[src/rtl/mipi_rx_pkg.sv]
// mipi_rx_pkg: shared FSM state and CSI-2 data-type codes for the MIPI RX frame decoder
package mipi_rx_pkg;
  typedef enum logic [1:0] {IDLE, FRAME, LINE} state_t;
  localparam logic [5:0] DT_RAW8     = 6'h2A;
  localparam logic [5:0] DT_RAW10    = 6'h2B;
  localparam logic [5:0] DT_RGB888   = 6'h24;
  localparam logic [5:0] DT_YUV422_8 = 6'h1E;
endpackage

[src/rtl/mipi_rx_line_buf.sv]
// mipi_rx_line_buf: one-beat hold stage that tags the last beat of each line with EOL
module mipi_rx_line_buf #(
  parameter int DATA_W = 64,
  parameter int CNT_W  = 4
) (
  input  logic              clk,
  input  logic              rst_n,
  input  logic              start,
  input  logic              in_valid,
  input  logic              close,
  input  logic [DATA_W-1:0] in_data,
  input  logic [CNT_W-1:0]  in_cnt,
  output logic [DATA_W-1:0] out_data,
  output logic [CNT_W-1:0]  out_cnt,
  output logic              out_valid,
  output logic              out_sof,
  output logic              out_eol
);
  logic              h_v, h_eol, first, emit;
  logic [DATA_W-1:0] h_d;
  logic [CNT_W-1:0]  h_c;
  // a beat arriving together with close stays held one more cycle and leaves with EOL
  assign emit = h_v & (in_valid | close | h_eol);
  always_ff @(posedge clk or negedge rst_n)
    if (!rst_n) begin
      out_data  <= '0;
      out_cnt   <= '0;
      out_valid <= 1'b0;
      out_sof   <= 1'b0;
      out_eol   <= 1'b0;
      h_v       <= 1'b0;
      h_eol     <= 1'b0;
      h_d       <= '0;
      h_c       <= '0;
      first     <= 1'b0;
    end else begin
      out_valid <= emit;
      out_sof   <= emit & first;
      out_eol   <= emit & (h_eol | (close & ~in_valid));
      if (emit) begin
        out_data <= h_d;
        out_cnt  <= h_c;
      end
      first <= start | (first & ~emit);
      h_v   <= in_valid | (h_v & ~emit);
      h_eol <= in_valid & close;
      if (in_valid) begin
        h_d <= in_data;
        h_c <= in_cnt;
      end
    end
endmodule

[src/rtl/mipi_rx_frame_decoder.sv]
// mipi_rx_frame_decoder: filters MIPI RX beats by VC/type, frames them with SOF/EOL
// and measures per-frame resolution and framing errors
module mipi_rx_frame_decoder
  import mipi_rx_pkg::*;
#(
  parameter int DATA_W = 64,
  parameter int CNT_W  = 4,
  parameter int MEAS_W = 16
) (
  input  logic              rx_pixel_clk,
  input  logic              rst_n,
  input  logic [DATA_W-1:0] mipi_rx_DATA,
  input  logic              mipi_rx_VALID,
  input  logic [CNT_W-1:0]  mipi_rx_CNT,
  input  logic [3:0]        mipi_rx_HSYNC,
  input  logic [3:0]        mipi_rx_VSYNC,
  input  logic [1:0]        mipi_rx_VC,
  input  logic [5:0]        mipi_rx_TYPE,
  input  logic [1:0]        cfg_vc,
  input  logic [5:0]        cfg_type,
  input  logic              err_clr,
  output logic [DATA_W-1:0] pix_data,
  output logic [CNT_W-1:0]  pix_cnt,
  output logic              pix_valid,
  output logic              pix_sof,
  output logic              pix_eol,
  output logic [MEAS_W-1:0] meas_hres,
  output logic [MEAS_W-1:0] meas_vres,
  output logic              meas_valid,
  output logic [MEAS_W-1:0] frame_count,
  output logic              err_hres,
  output logic              err_trunc,
  output logic              err_type
);
  state_t            state, state_nx;
  logic [1:0]        cfg_vc_q;
  logic [5:0]        cfg_type_q;
  logic              vs, hs, vs_q, hs_q, vs_rise, vs_fall, hs_rise, hs_fall;
  logic              sel, accept, type_bad, frame_end, trunc, line_close, ref_v;
  logic [MEAS_W-1:0] pix_acc, pix_nx, line_cnt, hres_ref, last_hres;
  logic [MEAS_W:0]   pix_sum;
  assign vs         = mipi_rx_VSYNC[cfg_vc_q];
  assign hs         = mipi_rx_HSYNC[cfg_vc_q];
  assign vs_rise    = vs & ~vs_q;
  assign vs_fall    = ~vs & vs_q;
  assign hs_rise    = hs & ~hs_q;
  assign hs_fall    = ~hs & hs_q;
  assign sel        = mipi_rx_VALID & (mipi_rx_VC == cfg_vc_q);
  assign accept     = sel & (mipi_rx_TYPE == cfg_type_q) & (state == LINE);
  assign type_bad   = sel & (mipi_rx_TYPE != cfg_type_q);
  assign frame_end  = (state != IDLE) & (vs_rise | vs_fall);
  assign trunc      = frame_end & (state == LINE);
  assign line_close = (state == LINE) & hs_fall & ~frame_end;
  assign pix_sum    = {1'b0, pix_acc} + (MEAS_W+1)'(mipi_rx_CNT);
  // the beat accepted on the closing cycle still belongs to the line being closed
  assign pix_nx     = accept ? (pix_sum[MEAS_W] ? '1 : pix_sum[MEAS_W-1:0]) : pix_acc;
  always_comb begin
    state_nx = state;
    state_nx = (vs_fall && state != IDLE) ? IDLE :
               vs_rise                    ? FRAME :
               (state == FRAME && hs_rise) ? LINE :
               line_close                 ? FRAME : state;
  end
  always_ff @(posedge rx_pixel_clk or negedge rst_n)
    if (!rst_n) state <= IDLE;
    else        state <= state_nx;
  always_ff @(posedge rx_pixel_clk or negedge rst_n)
    if (!rst_n) begin
      cfg_vc_q    <= '0;
      cfg_type_q  <= '0;
      vs_q        <= 1'b0;
      hs_q        <= 1'b0;
      pix_acc     <= '0;
      line_cnt    <= '0;
      hres_ref    <= '0;
      last_hres   <= '0;
      ref_v       <= 1'b0;
      meas_hres   <= '0;
      meas_vres   <= '0;
      meas_valid  <= 1'b0;
      frame_count <= '0;
      err_hres    <= 1'b0;
      err_trunc   <= 1'b0;
      err_type    <= 1'b0;
    end else begin
      vs_q <= vs;
      hs_q <= hs;
      if (state == IDLE) begin
        cfg_vc_q   <= cfg_vc;
        cfg_type_q <= cfg_type;
      end
      pix_acc <= (state == FRAME && hs_rise) ? '0 : pix_nx;
      meas_valid <= frame_end;
      if (frame_end) begin
        meas_hres   <= last_hres;
        meas_vres   <= line_cnt;
        frame_count <= frame_count + 1'b1;
      end
      if (vs_rise) begin
        line_cnt  <= '0;
        ref_v     <= 1'b0;
        hres_ref  <= '0;
        last_hres <= '0;
      end else if (line_close) begin
        line_cnt  <= (&line_cnt) ? line_cnt : line_cnt + 1'b1;
        last_hres <= pix_nx;
        ref_v     <= 1'b1;
        if (!ref_v) hres_ref <= pix_nx;
      end
      err_hres  <= (line_close & ref_v & (pix_nx != hres_ref)) | (err_hres & ~err_clr);
      err_trunc <= trunc | (err_trunc & ~err_clr);
      err_type  <= type_bad | (err_type & ~err_clr);
    end
  mipi_rx_line_buf #(.DATA_W(DATA_W), .CNT_W(CNT_W)) u_line_buf (
    .clk      (rx_pixel_clk),
    .rst_n    (rst_n),
    .start    (vs_rise),
    .in_valid (accept),
    .close    ((state == LINE) & (hs_fall | frame_end)),
    .in_data  (mipi_rx_DATA),
    .in_cnt   (mipi_rx_CNT),
    .out_data (pix_data),
    .out_cnt  (pix_cnt),
    .out_valid(pix_valid),
    .out_sof  (pix_sof),
    .out_eol  (pix_eol)
  );
endmodule

[config.mk]
export PLATFORM = sky130hd
export DESIGN_NAME = mipi_rx_frame_decoder
export DESIGN_NICKNAME = d
export VERILOG_FILES = /design/src/rtl/mipi_rx_pkg.sv /design/src/rtl/mipi_rx_line_buf.sv /design/src/rtl/mipi_rx_frame_decoder.sv
export SDC_FILE = /design/constraint.sdc
export NUM_CORES = 1
export LEC_CHECK = 0
export BUFFER_PORTS_ARGS = -buffer_cell sky130_fd_sc_hd__clkbuf_2
export CORE_MARGIN = 2
export CORE_UTILIZATION = 55
export DETAILED_ROUTE_END_ITERATION = 16
export GPL_TIMING_DRIVEN = 1
export PLACE_DENSITY = 0.75
export SLEW_MARGIN = 20
export SYNTH_ARGS = -nofsm -noshare
export SYNTH_HDL_FRONTEND = slang
export SYNTH_SLANG_ARGS = --single-unit
export TNS_END_PERCENT = 100
[constraint.sdc]
create_clock -name rx_pixel_clk -period 3.75 [get_ports rx_pixel_clk]
set_input_delay 0.375 -clock rx_pixel_clk [delete_from_list [all_inputs] [get_ports rx_pixel_clk]]
set_output_delay 0.375 -clock rx_pixel_clk [all_outputs]
set_load 0.02 [all_outputs]
# After elaboration in Yosys (flattened, before gate mapping)
# Cells that the tools add are included.
# W data, S select, Z words.
# word_totals
regBits	271
latchBits	0
ram_bits	0
rom_bits	0
inputBits	96
out_inout_bits	123
elab_cells	112
n_memories	0
# classes
n_addsub	3
mul	0
n_div	0
magnitude_cmp	1
eq_ne	8
shifts	0
muxes	21
bitwise_logic	43
n_reduce_logical	9
# op_table
op	count
$mux W16	11
$add A16 B1 Y16 const B	2
$and A1 B1 Y1	25
$add A16 B4 Y17	1
$ne A16 B16 Y1	1
$reduce_and A16 Y1	1
$or A1 B1 Y1	10
$mux W2	4
$not A1 Y1	8
$eq A6 B6 Y1	1
$ne A6 B6 Y1	1
$bmux W1 S2	2
$mux W1	4
$ne A2 B1 Y1 const B	2
$reduce_and A2 Y1	2
$reduce_bool A2 Y1	2
$reduce_bool A4 Y1	1
$lt A2 B3 Y1 const B	1
$eq A2 B1 Y1 const B	1
$eq A2 B2 Y1	1
$eq A2 B2 Y1 const B	1
$logic_and A1 B1 Y1	2
$logic_not A2 Y1	1

# Depth between registers and ports, before layout
# depth
depth_word	14
depth_mapped	11
mapped_depth_nobuf	11

# By module
# A second synthesis with hierarchy kept.
# unflattened
hier_cells	981
area_unflattened_um2	11737.5
# by_module_without_submodules
mod	n_inst	cells_per_inst	area_per_inst_um2	seq_area_each_um2
mipi_rx_frame_decoder	1	679	6334.8	3228.1
mipi_rx_line_buf	1	302	5402.7	3553.4

# Least setup slack after synthesis
# Ideal clock, no wire load.
# synth_timing
path_kind	register to register
startpoint	register cfg_vc_q[0]
endpoint	register line_cnt[7]
setup_ps	132
arrival_time_ps	2766
required_time_ps	3618
setup_slack_ps	853
stages_incl_launch_ff	12
n_path_buf	2
synth_period_minus_slack_ps	2897
cell_sequence	dfrtp_1 mux4_2 ha_1 buf_1 nor4b_1 or4b_2 o21ai_2 or3_1 buf_2 nor2_1 xnor2_1 nor2_1
# synth_via
elab_chain_len	10
elab_cells_between_ends	18
cone_classes	eq/ne (1); mux (5); bitwise (10); reduce/logical (2)
# synth_lines
item	line	text
start: declaration	mipi_rx_frame_decoder.sv:36	logic [1:0] cfg_vc_q;
start signal: assignment	mipi_rx_frame_decoder.sv:89	cfg_vc_q <= cfg_vc;
$bmux W1 S2 *	mipi_rx_frame_decoder.sv:42	assign vs = mipi_rx_VSYNC[cfg_vc_q];
$mux W1 (not written as such) *	mipi_rx_frame_decoder.sv:42	
net vs	mipi_rx_frame_decoder.sv:38	logic vs, hs, vs_q, hs_q, vs_rise, vs_fall, hs_rise, hs_fall;
$not A1 Y1	mipi_rx_frame_decoder.sv:45	assign vs_fall = ~vs & vs_q;
$and A1 B1 Y1	mipi_rx_frame_decoder.sv:45	
$or A1 B1 Y1	mipi_rx_frame_decoder.sv:51	assign frame_end = (state != IDLE) & (vs_rise | vs_fall);
$and A1 B1 Y1	mipi_rx_frame_decoder.sv:51	
$not A1 Y1	mipi_rx_frame_decoder.sv:53	assign line_close = (state == LINE) & hs_fall & ~frame_end;
$and A1 B1 Y1	mipi_rx_frame_decoder.sv:53	
$reduce_bool A2 Y1 (no line)	n/a	
$reduce_and A2 Y1 (no line)	n/a	
end signal: assignment	mipi_rx_frame_decoder.sv:105	line_cnt <= (&line_cnt) ? line_cnt : line_cnt + 1'b1;
end: declaration	mipi_rx_frame_decoder.sv:40	logic [MEAS_W-1:0] pix_acc, pix_nx, line_cnt, hres_ref, last_hres;
# Mark *: on every way through the listed nets, which the timed path passes. The rest lies on a longest branch. The select of a mux whose other input is x is not followed.
# A chain may end at the register's enable or synchronous reset.

# Worst setup path after layout
# layout_timing
startpoint	register pix_acc[2]
endpoint	register err_hres
# layout_via
elab_chain_len	6
# layout_lines
item	line	text
start: declaration	mipi_rx_frame_decoder.sv:40	
start signal: assignment	mipi_rx_frame_decoder.sv:92	pix_acc <= (state == FRAME && hs_rise) ? '0 : pix_nx;
$add A16 B4 Y17	mipi_rx_frame_decoder.sv:54	assign pix_sum = {1'b0, pix_acc} + (MEAS_W+1)'(mipi_rx_CNT);
$mux W16	mipi_rx_frame_decoder.sv:56	assign pix_nx = accept ? (pix_sum[MEAS_W] ? '1 : pix_sum[MEAS_W-1:0]) : pix_acc;
$mux W16 *	mipi_rx_frame_decoder.sv:56	
$ne A16 B16 Y1 *	mipi_rx_frame_decoder.sv:110	err_hres <= (line_close & ref_v & (pix_nx != hres_ref)) | (err_hres & ~err_clr);
$and A1 B1 Y1 *	mipi_rx_frame_decoder.sv:110	
$or A1 B1 Y1 *	mipi_rx_frame_decoder.sv:110	
end signal: assignment	mipi_rx_frame_decoder.sv:110	
end: declaration	mipi_rx_frame_decoder.sv:31	output logic err_hres,
# Mark *: on every way between the ends. The rest lies on a longest branch, timed or not.

==> results_dict.tcl <==
set metrics [dict create \
    final_area_sq_mm 0.0140 \
    grt_overflow 0 \
    drive_above_1_share_pct 21.6 \
    yosysSeqAreaShare_pct 58.7 \
    grt_max_degree 90 \
    timing.fmax_mhz 299 \
    cts.htree.levels 1 \
    core_sq_mm 0.0208 \
    wl_microns 25900 \
    avgSynthCellArea_sq_um 9.23 \
    min_period_ns 3.34 \
    hold_path_depth 3 \
    grtUsageTotal_pct 23.8 \
    path_clk_slew_ns 0.06 \
    cts_sinks 271 \
    fin_crit_sh_pct 89.2 \
    stdcell_count 1757 \
    start_kind "flip-flop" \
    fin_nets 1564 \
    powerDensity_mw_per_mm2 543 \
    gp_congestion 0.926 \
    end_kind "flip-flop" \
    layout_commonest_cell "nand2_1" \
    cts_buffer_depth 3 \
    cp_max_fo 10 \
    r2r-start "pix_acc[2]" \
    num_antenna_cells 0 \
    r2r-end "err_hres" \
    grt_pass1_wl_microns 43300 \
    syn_area_sq_mm 0.0116 \
    synth_nets 1357 \
    p_leak_nw 7.56 \
    reg2reg_depth 9 \
    ir_worst_vdd_v 0.000400 \
    io_pins 219 \
    min_path_type "in2reg" \
    die_area_sq_mm 0.0222 \
    port_buffers 218 \
    hp-start "mipi_rx_DATA[63]" \
    yosys.area.top_type "dfrtp_1" \
    pre_cts_ws_ns 0.369 \
    synth-edff-count 0 \
    cts_buffers 29 \
    worstSetupPathType "reg2reg" \
    relSlewSlack_pct 49.0 \
    fin_worst_skew_ns 0.0107 \
    async_flop_share_pct 100 \
    maxCapViolCount 0 \
    fin_setup_tns_ns 0 \
    holdPathEnd "u_line_buf.h_d[63]" \
    drv_slew 0 \
    synth.top_cell.area_share_pct 58.7 \
    final_util_pct 67.1 \
    worstPathArrival_ns 3.73 \
    placedCellCount 1702 \
    finalSetupViolCount 0 \
    cts_root_buf "clkbuf_16" \
    synthCells 1252 \
    required_ns 4.14 \
    finalHoldViolCount 0 \
    syn_to_final_growth_pct 20.8 \
    drc 0 \
    ys_types 61 \
    dr.pass1.iters 4 \
    via_per_inst 5.16 \
    tightest_slew_ns 0.765 \
    fp.dieH_microns 149 \
    start_util_pct 55.5 \
    dp_hpwl_microns 17500 \
    synth-main-ff-cell "dfrtp_1" \
    antenna_found_initial 0 \
    rows 53 \
    clk_latency_ns 0.54 \
    route.antenna.remaining_nets 0 \
    yosys_warnings 0 \
    routedWlPerCell_microns 14.8 \
    status "finished clean" \
    synth.area.top_cells "dfrtp_1, nand2_1, nor2_1" \
    fin_ws_ns 0.406 \
    drt_iter0_markers 508 \
    place_area_sq_mm 0.0130 \
    rrSetupSlack_ns 0.41 \
    die_w_microns 149 \
    layout_common_cells "nand2_1, dfrtp_1, clkbuf_2, nor2_1, a21oi_1" \
    num_vias 9073 \
    rsz0062_at_grt "false" \
    cts_tree "built" \
    ys_ff_latch 271 \
    grt_pass1_vias 8840 \
]
-- kinds of logic (layout without fill, tap and decap cells) --
| family | after synthesis | in the layout | share of synthesized area, % |
|---|---|---|---|
| mux | 15 | 15 | 1.61 |
| flops | 271 | 271 | 58.7 |
| simple gates | 732 | 732 | 26.7 |
| buf+inv | 79 | 309 | 2.71 |
| fa+ha+maj | 9 | 9 | 1.04 |
| xor+xnor | 49 | 49 | 3.71 |
| compound gates | 97 | 97 | 5.54 |
-- stage by stage --
| stage | hold WS, ns | power (mW) |
|---|---|---|
| 2_1_floorplan | 0.0794 | 4.27 |
| 3_3_place_gp | 0.371 | 4.71 |
| 3_5_place_dp | 0.370 | 4.75 |
| 4_1_cts | 0.0150 | 7.66 |
| 5_1_grt | 0.0218 | 7.95 |
| 6_report | 0.0291 | 7.58 |
-- worst max-delay path: stages (launching register included) --
cell and delay, ns:
dfrtp_1 0.42, ha_1 0.36, a211oi_1 0.13, nor3_2 0.56, nand2_2 0.27, nor2_1 0.44, nor3_2 0.15, xnor2_1 0.15
a2111oi_0 0.55, a31oi_1 0.18
-- how the worst max path moves through the flow --
stage / start / to / cells past startpoint
3_5_place_dp: mipi_rx_CNT[0] / err_hres / 11
6_report: pix_acc[2] / err_hres / 9
4_1_cts: pix_acc[2] / err_hres / 9
3_3_place_gp: mipi_rx_CNT[0] / err_hres / 11
2_1_floorplan: cfg_vc_q[0] / line_cnt[7] / 11
5_1_grt: pix_acc[0] / err_hres / 10
-- cell usage after synthesis, types with 2 or more instances --
cell / count
nor4_1: 4
mux2i_1: 4
o221ai_1: 2
and2_1: 4
buf_2: 6
a21boi_0: 2
nor3_1: 8
a211oi_1: 16
a2111oi_0: 2
ha_1: 8
mux2_2: 9
o21ai_0: 13
nand4_1: 13
nand3_1: 14
inv_1: 18
nor4_4: 2
nor3_4: 2
a21o_1: 2
nor4_2: 3
and3_1: 2
o31a_1: 4
a31oi_1: 6
o211ai_1: 2
mux4_2: 2
or3_1: 7
buf_1: 3
nand2_1: 568
xor2_1: 27
nor2_1: 71
nor2b_1: 13
clkbuf_1: 48
or2_2: 3
xnor2_1: 22
nor3_2: 3
nand2b_4: 2
or4_1: 3
and4_1: 3
a21oi_1: 36
o31ai_1: 3
dfrtp_1: 271
-- area by class of cell --
| cell class | count | area, sq um |
|---|---|---|
| clock buffer | 45 | 896 |
| clock inverter | 9 | 101 |
| fill | 1645 | 6860 |
| inverter | 20 | 75.1 |
| multi-input combinational | 902 | 4480 |
| sequential | 271 | 6780 |
| tap | 275 | 344 |
| timing repair buffer | 235 | 1280 |
-- state kept, by name, indices dropped and copies added, names as in the netlist, 2 cells and up --
signal and flops:
u_line_buf.out_cnt 4, state 2, meas_hres 16, last_hres 16, line_cnt 16, u_line_buf.h_c 4
cfg_vc_q 2, u_line_buf.h_d 64, meas_vres 16, hres_ref 16, cfg_type_q 6, u_line_buf.out_data 64
pix_acc 16, frame_count 16
-- per-layer routing --
layer / vias to the layer above / GRT usage [%] / share of wire, %
li1: 4437 / - / -
met1: 4323 / 33.3 / 44
met2: 258 / 38.4 / 47
met3: 55 / 4.01 / 5.8
met4: 0 / 7.14 / 2.8
met5: - / 0 / 0
-- repair_timing --
action / 4_1_cts / 5_1_grt
buffers inserted: 0 / 0
hold buffers: 1 / 0
endpoints found under the setup margin: 0 / 0
gates resized for setup: 0 / 0
endpoints found under the hold margin: 67 / 0
-- power breakdown --
part	internal [mW]	switching [mW]
sequential	3.16	0.188
clock	1.77	1.13
combinational	0.441	0.898
total	5.37	2.21
(Power assumes the default switching activity.)
